--- config.mk ---
export PLATFORM = sky130hd
export DESIGN_NAME = gelato_inst_buffer
export DESIGN_NICKNAME = d
export VERILOG_FILES = /design/src/rtl/gelato_types.sv /design/src/rtl/gelato_warp_fifo.sv /design/src/rtl/gelato_inst_buffer.sv
export SDC_FILE = /design/constraint.sdc
export NUM_CORES = 1
export LEC_CHECK = 0
export BUFFER_PORTS_ARGS = -buffer_cell sky130_fd_sc_hd__buf_2
export CORE_AREA = 2 2 250 252
export DETAILED_ROUTE_END_ITERATION = 7
export DIE_AREA = 0 0 252 254
export SLEW_MARGIN = 25
export SYNTH_ARGS = -nofsm -noshare
export SYNTH_HDL_FRONTEND = slang
export SYNTH_SLANG_ARGS = --single-unit
--- constraint.sdc ---
create_clock -name clk -period 13.24 [get_ports clk]
set_input_delay 0.662 -clock clk [delete_from_list [all_inputs] [get_ports clk]]
set_output_delay 0.662 -clock clk [all_outputs]
set_load 0.005 [all_outputs]
--- src/rtl/gelato_types.sv ---
// Shared GELATO types: warp count, warp-number width and the decoded instruction
// record that travels from decode through the instruction buffer to issue.
package gelato_types;

    localparam int NUM_WARPS = 4;
    localparam int WARP_W    = $clog2(NUM_WARPS);

    typedef logic [WARP_W-1:0] warp_num_t;

    typedef struct packed {
        warp_num_t   warp_num;
        logic [7:0]  opcode;
        logic [31:0] pc;
    } inst_t;

endpackage

--- src/rtl/gelato_warp_fifo.sv ---
// Single-warp instruction FIFO with write, pop and flush; flush beats both, and a
// write to a full FIFO only lands when the same cycle also pops.
module gelato_warp_fifo
    import gelato_types::*;
#(
    parameter  int DEPTH = 4,
    localparam int PTR_W = $clog2(DEPTH),
    localparam int CNT_W = $clog2(DEPTH + 1)
) (
    input  logic             clk,
    input  logic             rst,
    input  logic             en_i,
    input  logic             wr_i,
    input  logic             pop_i,
    input  logic             flush_i,
    input  inst_t            wdata_i,
    output inst_t            head_o,
    output logic [CNT_W-1:0] count_o,
    output logic             full_o
);

    inst_t            mem_q [DEPTH];
    logic [PTR_W-1:0] wr_ptr_q, wr_ptr_d;
    logic [PTR_W-1:0] rd_ptr_q, rd_ptr_d;
    logic [CNT_W-1:0] count_q, count_d;
    logic             wr_ok;
    logic             pop_ok;

    assign full_o  = (count_q == CNT_W'(DEPTH));
    assign count_o = count_q;
    assign head_o  = mem_q[rd_ptr_q];

    assign wr_ok  = wr_i && (!full_o || pop_i) && !flush_i;
    assign pop_ok = pop_i && (count_q != '0) && !flush_i;

    always_comb begin
        wr_ptr_d = wr_ptr_q;
        rd_ptr_d = rd_ptr_q;
        count_d  = count_q;
        if (en_i) begin
            if (flush_i) begin
                wr_ptr_d = '0;
                rd_ptr_d = '0;
                count_d  = '0;
            end else begin
                if (wr_ok)  wr_ptr_d = wr_ptr_q + PTR_W'(1);
                if (pop_ok) rd_ptr_d = rd_ptr_q + PTR_W'(1);
                case ({wr_ok, pop_ok})
                    2'b10:   count_d = count_q + CNT_W'(1);
                    2'b01:   count_d = count_q - CNT_W'(1);
                    default: count_d = count_q;
                endcase
            end
        end
    end

    always_ff @(posedge clk) begin
        if (rst) begin
            wr_ptr_q <= '0;
            rd_ptr_q <= '0;
            count_q  <= '0;
        end else begin
            wr_ptr_q <= wr_ptr_d;
            rd_ptr_q <= rd_ptr_d;
            count_q  <= count_d;
        end
    end

    // Payload storage needs no reset; count gates visibility.
    always_ff @(posedge clk) begin
        if (en_i && wr_ok) mem_q[wr_ptr_q] <= wdata_i;
    end

endmodule

--- src/rtl/gelato_inst_buffer.sv ---
// Per-warp instruction buffer between decode and issue, with a round-robin
// picker over warps that are non-empty, scoreboard-ready and not being flushed.
module gelato_inst_buffer
    import gelato_types::*;
#(
    parameter  int NUM_WARPS = gelato_types::NUM_WARPS,
    parameter  int DEPTH     = 4,
    localparam int WW        = $clog2(NUM_WARPS),
    localparam int CNT_W     = $clog2(DEPTH + 1)
) (
    input  logic                 clk,
    input  logic                 rst,
    input  logic                 rdy,
    input  logic                 in_valid,
    input  inst_t                in_inst,
    output logic [NUM_WARPS-1:0] warp_full,
    output logic [NUM_WARPS-1:0] warp_empty,
    input  logic [NUM_WARPS-1:0] warp_ready,
    output logic                 out_valid,
    output inst_t                out_inst,
    input  logic                 out_ready,
    input  logic                 flush_valid,
    input  logic [WW-1:0]        flush_warp,
    output logic                 err_overflow
);

    logic [NUM_WARPS-1:0] wr_sel;
    logic [NUM_WARPS-1:0] pop_sel;
    logic [NUM_WARPS-1:0] flush_sel;
    logic [NUM_WARPS-1:0] elig;
    logic [CNT_W-1:0]     count [NUM_WARPS];
    inst_t                head  [NUM_WARPS];
    logic [WW-1:0]        rr_q, rr_d;
    logic [WW-1:0]        grant;
    logic                 any_elig;
    logic                 ovf;
    logic                 err_q, err_d;

    for (genvar w = 0; w < NUM_WARPS; w++) begin : g_warp
        gelato_warp_fifo #(.DEPTH(DEPTH)) u_fifo (
            .clk     (clk),
            .rst     (rst),
            .en_i    (rdy),
            .wr_i    (wr_sel[w]),
            .pop_i   (pop_sel[w]),
            .flush_i (flush_sel[w]),
            .wdata_i (in_inst),
            .head_o  (head[w]),
            .count_o (count[w]),
            .full_o  (warp_full[w])
        );
        assign warp_empty[w] = (count[w] == '0);
    end

    always_comb begin
        wr_sel    = '0;
        flush_sel = '0;
        elig      = '0;
        for (int w = 0; w < NUM_WARPS; w++) begin
            wr_sel[w]    = in_valid && (in_inst.warp_num == WARP_W'(w));
            flush_sel[w] = flush_valid && (flush_warp == WW'(w));
            elig[w]      = (count[w] != '0) && warp_ready[w] && !flush_sel[w];
        end
    end

    // Search starts just after the last granted warp so every ready warp gets a turn.
    always_comb begin
        grant    = '0;
        any_elig = 1'b0;
        for (int i = 1; i <= NUM_WARPS; i++) begin
            if (!any_elig && elig[(int'(rr_q) + i) % NUM_WARPS]) begin
                any_elig = 1'b1;
                grant    = WW'((int'(rr_q) + i) % NUM_WARPS);
            end
        end
    end

    assign out_valid = rdy && any_elig;
    assign out_inst  = head[grant];

    always_comb begin
        pop_sel = '0;
        ovf     = 1'b0;
        for (int w = 0; w < NUM_WARPS; w++) begin
            pop_sel[w] = out_valid && out_ready && (grant == WW'(w));
            ovf        = ovf | (wr_sel[w] && warp_full[w] && !pop_sel[w] && !flush_sel[w]);
        end
    end

    always_comb begin
        rr_d  = rr_q;
        err_d = err_q;
        if (rdy) begin
            if (out_valid && out_ready) rr_d = grant;
            if (ovf) err_d = 1'b1;
        end
    end

    always_ff @(posedge clk) begin
        if (rst) begin
            rr_q  <= WW'(NUM_WARPS - 1);
            err_q <= 1'b0;
        end else begin
            rr_q  <= rr_d;
            err_q <= err_d;
        end
    end

    assign err_overflow = err_q;

endmodule

==> impl_metrics.toml, run 1 <==
[run_status]
status = "finished, final reports clean"

[sta]
setup_viol = 0
maxSlewHeadroom = 0.377
holdWs_ns = 0.447
fin_crit_sh = 0.364
tns_ns = 0
tightest_slew_ns = 0.934
post-route-min-period_ns = 4.82
finClkSkew_ns = 0.0279
drv_slew = 0
report.final.hold_viol_count = 0
fmax_ghz = 0.207
rsz0062_at_grt = "false"

[placed_design]
port_buffers = 105
dp_hpwl_um = 33200
dpl.cell_count = 2259
globalplace.congestion = 0.792

[power_and_ir_drop]
p_per_area_nw_per_um2 = 144
power_mw = 4.58
power.share.switching = 0.200
pwr-share-clk = 0.431
internal_power_mw = 3.67
power_frac_comb = 0.028
netSwitchingPower_mw = 0.914
seqPwrFrac = 0.541
p_leak_nw = 10.0
ir_drop_mv = 0.113

[grt]
grt_start_max_net_pins = 60
track_usage = 0.198
grt_pass1_wl_um = 93200
grt_pass1_vias = 14600
overflow = 0
antenna_found_initial = 1

[setup_path]
crit_chain = "nor3_1 > nor3_1 > o32ai_1 > or2_4 > buf_4 > and2_0 > a211oi_1 > a31oi_1 > buf_2"
crit_arrival_ns = 4.16
r2r_slack_ns = 8.68
slowest_delay_ns = 0.65
cp.required_ns = 12.58
cp-start-kind = "register"
crit_top_cell = "nor3_1"
crit_type = "reg2out"
r2r_cells = 10
crit_buf_inv = 2
reg2reg_from = "g_warp[3].u_fifo.count_o[0]$_SDFFE_PP0P_"
critPathTopFamily = "simple AND/OR/NAND/NOR gates"
worstReg2RegEnd = "g_warp[2].u_fifo.mem_q[1][24]$_DFFE_PP_"
critPathSlowestCell = "buf_4"
path_depth = 9
crit_fanout = 53
crit_path_end_kind = "output port"

[yosys]
ys_dominant_reg_cell = "edfxtp_1"
syn-num-nets = 1494
synth.ff_latch_count = 711
synth_edf_count = 672
ys_seq_area_frac = 0.750
netlist_area_um2 = 28000
synth.avg_cell_area_um2 = 19.7
synth_cell_type_count = 64
synth_cells = 1416
yosys_warnings = 0
async_reset_ff_frac = 0

[hold_path]
hold_path_class = "in2reg"
hp-start = "in_inst[34]"
min_path_cells = 1
holdPathEnd = "g_warp[1].u_fifo.mem_q[0][34]$_DFFE_PP_"

[clocking]
cts_tree = "done"
cts_max_path_buffers = 3
clkLatencyLatePin_ns = 0.59
postCtsSetupRepairBufs = 0
cts_max_level = 3
cts_made_buffers = 74
path_clk_slew_ns = 0.06
ctsRootBufferMaster = "clkbuf_16"
cts.sinks = 711
cts_hold_buf = 0
cts_resized = 0

[final_layout]
syn_to_final_growth_pct = 13.6
layout-drive-gt1-share = 0.275
post-route-util = 0.519
layout_commonest_cell = "edfxtp_1"
antennaDiodeCount = 0
layout_common_cells = "672 x edfxtp_1, 168 x mux4_2, 117 x nand2_1"
fin_cells = 2391
fin_nets = 1623

[detailed_routing]
wl_um = 61700
num_vias = 14000
dr.pass1.iters = 5
drtAntennaViolNets = 0
drt_iter0_drc = 1402
avgViaCountPerCell = 5.87
wl_per_cell_um = 25.8
drc = 0

[die]
design.core.area_um2 = 61300
die_h_um = 254
boundaryPins = 106
rows = 91
die_w_um = 252
start_util = 0.456
fp.dieArea_um2 = 64000

[run]
drv_cap = 0
[state kept, by name, summed over array words and instances (netlist names), named ones only]
register                flops
g_warp.u_fifo.count_o      12
err_overflow                1
rr_q                        2
g_warp.u_fifo.mem_q       672
g_warp.u_fifo.rd_ptr_q      8
g_warp.u_fifo.wr_ptr_q      8
[synth_stat cells, types with 2 or more instances]
cell      count  area share
a211oi_1     43       0.012
a21o_1        2     0.00054
a21oi_1      16      0.0029
a22oi_1       5      0.0013
a311oi_1      5      0.0016
a31oi_1      47       0.011
and2_0        2     0.00045
and2_1       49       0.011
and3_1        6      0.0013
buf_1         6     0.00081
buf_2         7      0.0013
buf_4         5      0.0013
buf_6         4      0.0016
clkbuf_1     59      0.0079
dfxtp_1      39       0.028
edfxtp_1    672        0.72
fa_1          4      0.0029
ha_1         20      0.0089
inv_1        16      0.0021
inv_2         2     0.00027
mux4_2      168        0.14
nand2_1     117       0.016
nand2b_1      2     0.00045
nand3_1       6      0.0011
nand3b_1      4      0.0011
nor2_1       30      0.0040
nor2b_1       2     0.00045
nor3_1       12      0.0021
nor3_2        3      0.0011
nor3b_1       3     0.00081
nor4_1        5      0.0011
o211a_1       3      0.0011
o211ai_1      6      0.0016
o21a_1        2     0.00054
o21ai_0       7      0.0013
o22ai_1       2     0.00045
o32ai_1       2     0.00063
or3_1         4     0.00089
xnor2_1       4      0.0013
[routing by layer]
metal	part of all wire	global-route usage
met4	0.023	0.0676
met3	0.046	0.0291
met1	0.43	0.271
met2	0.50	0.328
met5	0.00028	0
[layout make-up]
cell class	count	area, um^2
Sequential cell	711	21000
Clock buffer	100	2030
Fill cell	4878	29500
Clock inverter	32	259
Timing Repair Buffer	134	808
Tap cell	790	988
Inverter	19	71.3
Multi-Input combinational cell	605	6620
[power by group through the flow]
stage	combinational [mW]	clock, mW	sequential [mW]
finish	0.129	1.98	2.48
floorplan	0.0593	0	2.52
global route	0.141	2.10	2.48
global placement	0.127	0	2.52
detailed placement	0.130	0	2.52
CTS	0.131	2.02	2.48
[how the worst max path moves through the flow]
stage | startpoint | end | slack [ns]
2_1_floorplan | flush_valid | g_warp[0].u_fifo.mem_q[0][0]$_DFFE_PP_ | 8.69
3_3_place_gp | flush_valid | g_warp[3].u_fifo.count_o[2]$_SDFFE_PP0P_ | 8.51
3_5_place_dp | flush_valid | g_warp[2].u_fifo.mem_q[0][14]$_DFFE_PP_ | 8.43
4_1_cts | g_warp[3].u_fifo.count_o[0]$_SDFFE_PP0P_ | out_inst[41] | 8.42
5_1_grt | g_warp[3].u_fifo.count_o[0]$_SDFFE_PP0P_ | out_inst[41] | 8.14
6_report | g_warp[3].u_fifo.count_o[0]$_SDFFE_PP0P_ | out_inst[41] | 8.42
[kinds of logic (layout without fill, tap and decap cells)]
kind of cell | after synthesis | after routing | share of synthesized area
flip-flops | 711 | 711 | 0.750
AO/OA/AOI/OAI | 154 | 154 | 0.0406
adder cells (fa/ha/maj) | 24 | 24 | 0.0118
buffers and inverters | 100 | 285 | 0.0155
multiplexers | 168 | 168 | 0.135
AND/OR/NAND/NOR | 255 | 255 | 0.0459
XOR/XNOR | 4 | 4 | 0.00125
[worst reg2reg max path, stage by stage (launching register included)]
cell and delay, ns:
dfxtp_1 0.36, nor3_1 0.50, or4_1 0.25, o21ai_2 0.08, a2111oi_4 0.33, buf_4 0.45, buf_4 0.71, a21oi_2 0.17
nor3_1 0.40, and2_2 0.23, buf_4 0.66
[stage by stage]
stage | cell area, um^2 | setup WS, ns
after floorplan | 28000 | 8.69
after global placement | 29400 | 8.51
after detailed placement | 29500 | 8.43
after CTS | 31800 | 8.42
after global routing | 31800 | 8.14
final | 31800 | 8.42
(Power assumes the default switching activity.)
==> run 2: changes to the inputs <==
Clock period 13.24 ns to 4.25 ns, I/O delays scaled along.
==> run 2 against run 1 <==
Compared with the run above:
- die area stayed put
- routed wire length is 6.1% higher
- clock skew is 0.011 ns lower
- clock power grew to 3.1 times the previous value
- global-route usage is 1.1 points higher
- highest routed layer unchanged
==> impl_metrics.toml, run 2 (synthesis gave the netlist of run 1 again) <==
[run_status]
status = "finished, final reports clean"

[sta]
maxSlewHeadroom = 0.367
fmax_ghz = 0.256
report.final.hold_viol_count = 0
tns_ns = 0
finClkSkew_ns = 0.0169
worst_slack_ns = 0.341
rsz0062_at_grt = "false"
post-route-min-period_ns = 3.91
fin_crit_sh = 0.920
drv_slew = 0
holdWs_ns = 0.0632
setup_viol = 0
tightest_slew_ns = 0.949

[die]
design.core.area_um2 = 61300
boundaryPins = 106
rows = 91
die_w_um = 252
die_h_um = 254
fp.dieArea_um2 = 64000
start_util = 0.456

[power_and_ir_drop]
p_leak_nw = 10.4
power_mw = 14.3
ir_drop_mv = 0.339
p_per_area_nw_per_um2 = 440

[final_layout]
largest_reg_flops = 672
layout_commonest_cell = "edfxtp_1"
layout_common_cells = "672 x edfxtp_1, 168 x mux4_2, 117 x nand2_1"
syn_to_final_growth_pct = 16.3
layout-drive-gt1-share = 0.284
fin_nets = 1683
largest_register = "g_warp.u_fifo.mem_q"
antennaDiodeCount = 0
fin_cells = 2458

[setup_path]
crit_path_end_kind = "output port"
crit_fanout = 55
crit_type = "reg2out"
worstReg2RegEnd = "g_warp[1].u_fifo.count_o[2]$_SDFFE_PP0P_"
reg2reg_from = "g_warp[3].u_fifo.count_o[0]$_SDFFE_PP0P_"
cp.required_ns = 4.04
r2r_cells = 13
crit_arrival_ns = 3.70
cp-start-kind = "register"
r2r_slack_ns = 0.40

[placed_design]
dp_hpwl_um = 35500
globalplace.congestion = 0.791
port_buffers = 105
dpl_worst_slack_ns = 0.209
dpl.cell_count = 2276

[clocking]
cts_tree = "done"
ctsRootBufferMaster = "clkbuf_16"
path_clk_slew_ns = 0.06
cts_made_buffers = 76
cts_max_path_buffers = 3
cts_max_level = 3
cts.sinks = 711
postCtsSetupRepairBufs = 0
clkLatencyLatePin_ns = 0.61

[hold_path]
holdPathEnd = "g_warp[3].u_fifo.mem_q[2][41]$_DFFE_PP_"
min_path_cells = 1
hp-start = "in_inst[41]"
hold_path_class = "in2reg"

[grt]
grt_pass1_vias = 14900
antenna_found_initial = 2
track_usage = 0.210
grt_start_max_net_pins = 56
overflow = 0
grt_pass1_wl_um = 97400

[detailed_routing]
wl_met1_um = 28700
wl_per_cell_um = 26.6
met3_wirelength_um = 4120
avgViaCountPerCell = 5.88
wl_um = 65500
drt_iter0_drc = 1306
drc = 0
num_vias = 14400
topRoutingLayerUsed = "met5"
dr.pass1.iters = 6
wl_met2_um = 31500
drtAntennaViolNets = 0

[run]
drv_cap = 0
[run 2: worst max-delay path by stage]
stage                                                   from                                  endpoint  slack, ns  depth (start not counted)
CTS                 g_warp[3].u_fifo.count_o[0]$_SDFFE_PP0P_   g_warp[2].u_fifo.mem_q[0][34]$_DFFE_PP_       0.16                          9
floorplan           g_warp[3].u_fifo.count_o[0]$_SDFFE_PP0P_    g_warp[0].u_fifo.mem_q[0][0]$_DFFE_PP_      -0.07                          8
global placement    g_warp[3].u_fifo.count_o[0]$_SDFFE_PP0P_  g_warp[1].u_fifo.count_o[2]$_SDFFE_PP0P_       0.38                         13
detailed placement  g_warp[3].u_fifo.count_o[0]$_SDFFE_PP0P_   g_warp[2].u_fifo.mem_q[1][24]$_DFFE_PP_       0.21                          9
global route        g_warp[3].u_fifo.count_o[0]$_SDFFE_PP0P_  g_warp[1].u_fifo.count_o[2]$_SDFFE_PP0P_      0.006                         13
finish              g_warp[3].u_fifo.count_o[0]$_SDFFE_PP0P_                               out_inst[0]       0.34                          9
[run 2: report_power, final]
part	leakage, nW	switching [mW]	internal [mW]
Sequential	6.37	0.0154	7.70
Clock	1.13	2.65	3.52
Combinational	2.85	0.286	0.159
[run 2: layout make-up]
cell class,count,area (um^2)
Fill cell,4851,28700
Clock buffer,92,1980
Inverter,19,71.3
Multi-Input combinational cell,605,6630
Clock inverter,49,328
Tap cell,790,988
Sequential cell,711,21000
Timing Repair Buffer,192,1550
[run 2: per-layer routing]
layer	track usage	up-vias
met2	0.335	513
met4	0.0604	2
met3	0.0307	88
met5	0	-
met1	0.303	7654
li1	-	6187
[run 2: critical path: stages, from the launching register on]
cell and delay (ns):
dfxtp_1 0.36, nor3_1 0.44, nor3_1 0.20, o32ai_1 0.38
or2_4 0.31, buf_6 0.46, and2_0 0.20, a211oi_1 0.05
a31oi_1 0.42, buf_2 0.20
[run 2: what timing repair did]
item,in CTS,in global routing
resized for setup,0,8
hold buffers,40,0
endpoints found under the hold margin,640,0
endpoints found under the setup margin,0,140
[run 2: stage by stage]
step	instance area, um^2	utilization
after global routing	32500	0.531
final	32500	0.531
after global placement	29800	0.486
after CTS	32500	0.530
after floorplan	28000	-
after detailed placement	29800	0.486
==> run 3: changes to the inputs <==
Settings changed: HOLD_SLACK_MARGIN from default to 0.12.
==> run 3 against run 2 <==
Compared with the run above:
- register-to-register slack improved by 0.02 ns
- clock skew about the same
- via count decreased by 0.51%
==> impl_metrics.toml, run 3 (synthesis gave the netlist of run 1 again) <==
[die]
design.core.area_um2 = 61300
boundaryPins = 106
die_h_um = 254
fp.dieArea_um2 = 64000
start_util = 0.456
rows = 91
die_w_um = 252

[sta]
fin_crit_sh = 0.917
fmax_ghz = 0.256
rsz0062_at_grt = "false"
report.final.hold_viol_count = 0
tightest_slew_ns = 0.937
finClkSkew_ns = 0.0169
worst_slack_ns = 0.351
setup_viol = 0
post-route-min-period_ns = 3.90
maxSlewHeadroom = 0.376
drv_slew = 0

[setup_path]
cp.required_ns = 4.04
cp-start-kind = "register"
crit_type = "reg2out"
critPathSlowestCell = "buf_6"
crit_arrival_ns = 3.69
crit_top_cell = "nor3_1"
crit_chain = "nor3_1 > nor3_1 > o32ai_1 > or2_4 > buf_6 > and2_0 > a211oi_1 > a31oi_1 > buf_2"
slowest_delay_ns = 0.45
crit_fanout = 55
crit_path_end_kind = "output port"

[detailed_routing]
num_vias = 14400
drt_iter0_drc = 1335
drc = 0
avgViaCountPerCell = 5.84
dr.pass1.iters = 5
wl_um = 65600
wl_per_cell_um = 26.6
drtAntennaViolNets = 0

[final_layout]
fin_nets = 1686
syn_to_final_growth_pct = 16.5
largest_register = "g_warp.u_fifo.mem_q"
layout_commonest_cell = "edfxtp_1"
antennaDiodeCount = 0
layout-drive-gt1-share = 0.283
largest_reg_flops = 672
layout_common_cells = "672 x edfxtp_1, 168 x mux4_2, 117 x nand2_1"

[power_and_ir_drop]
ir_drop_mv = 0.339
power_mw = 14.3
p_leak_nw = 10.4
p_per_area_nw_per_um2 = 440

[grt]
track_usage = 0.210
overflow = 0
antenna_found_initial = 2
grt_pass1_vias = 15000
grt_start_max_net_pins = 56
grt_pass1_wl_um = 97400

[placed_design]
dp_hpwl_um = 35500
dpl_worst_slack_ns = 0.209
globalplace.congestion = 0.791
port_buffers = 105

[clocking]
cts_made_buffers = 76
clkLatencyLatePin_ns = 0.62
cts_max_level = 3
ctsRootBufferMaster = "clkbuf_16"
path_clk_slew_ns = 0.06
cts_max_path_buffers = 3
cts_tree = "done"
cts.sinks = 711

[run_status]
status = "finished, final reports clean"

[hold_path]
hold_path_class = "in2reg"

[run]
drv_cap = 0
run 3: report_power, final:
group | internal (mW) | leakage, nW | switching (mW)
registers | 7.70 | 6.37 | 0.0155
clock network | 3.52 | 1.13 | 2.65
logic | 0.161 | 2.86 | 0.287
total | 11.4 | 10.4 | 2.96
run 3: layout make-up:
class,count,area (um^2)
clock buffer,92,1980
clock inverter,49,328
fill,4848,28700
inverter,19,71.3
multi-input combinational,605,6630
sequential,711,21000
tap,790,988
timing repair buffer,195,1580
run 3: metal layers:
layer,GRT usage,part of all wire,vias to the layer above
li1,-,-,6190
met1,0.303,0.44,7622
met2,0.336,0.48,471
met3,0.0306,0.058,85
met4,0.0604,0.017,2
met5,0,0.00017,-
run 3: timing repair:
action | CTS | global route
setup buffers | 0 | 0
hold buffers | 43 | 0
endpoints found under the hold margin | 688 | 0
resized for setup | 0 | 8
setup endpoints to repair | 0 | 140
run 3: worst max-delay path, delay by kind of cell, from the launching register on:
kind | cells | cell delay, ns
compound gates | 3 | 0.85
simple gates | 4 | 1.15
flops | 1 | 0.36
buf+inv | 2 | 0.65
run 3: path summary, 6_finish.rpt:
path                                                  start                                        to  slack [ns]  cells after the start
setup / recovery   g_warp[3].u_fifo.count_o[0]$_SDFFE_PP0P_                               out_inst[0]        0.35                      9
hold / removal                                  flush_valid                                  register        0.16                      4
setup reg to reg   g_warp[3].u_fifo.count_o[0]$_SDFFE_PP0P_  g_warp[1].u_fifo.count_o[2]$_SDFFE_PP0P_        0.42                     13
hold reg to reg   g_warp[3].u_fifo.rd_ptr_q[1]$_SDFFE_PP0P_                                  register        0.48                      1
run 3: metrics by stage:
| step | std cells | setup TNS, ns | hold WS, ns | cell area, um^2 | utilization |
|---|---|---|---|---|---|
| 6_report | 2461 | 0 | 0.165 | 32600 | 0.532 |
| 5_1_grt | 2461 | 0 | 0.202 | 32600 | 0.532 |
| 4_1_cts | 2460 | 0 | 0.127 | 32500 | 0.531 |
| 3_5_place_dp | 2276 | 0 | 0.465 | 29800 | 0.486 |
| 3_3_place_gp | 2276 | 0 | 0.460 | 29800 | 0.486 |
| 2_1_floorplan | 1416 | -12.13 | 0.311 | 28000 | - |
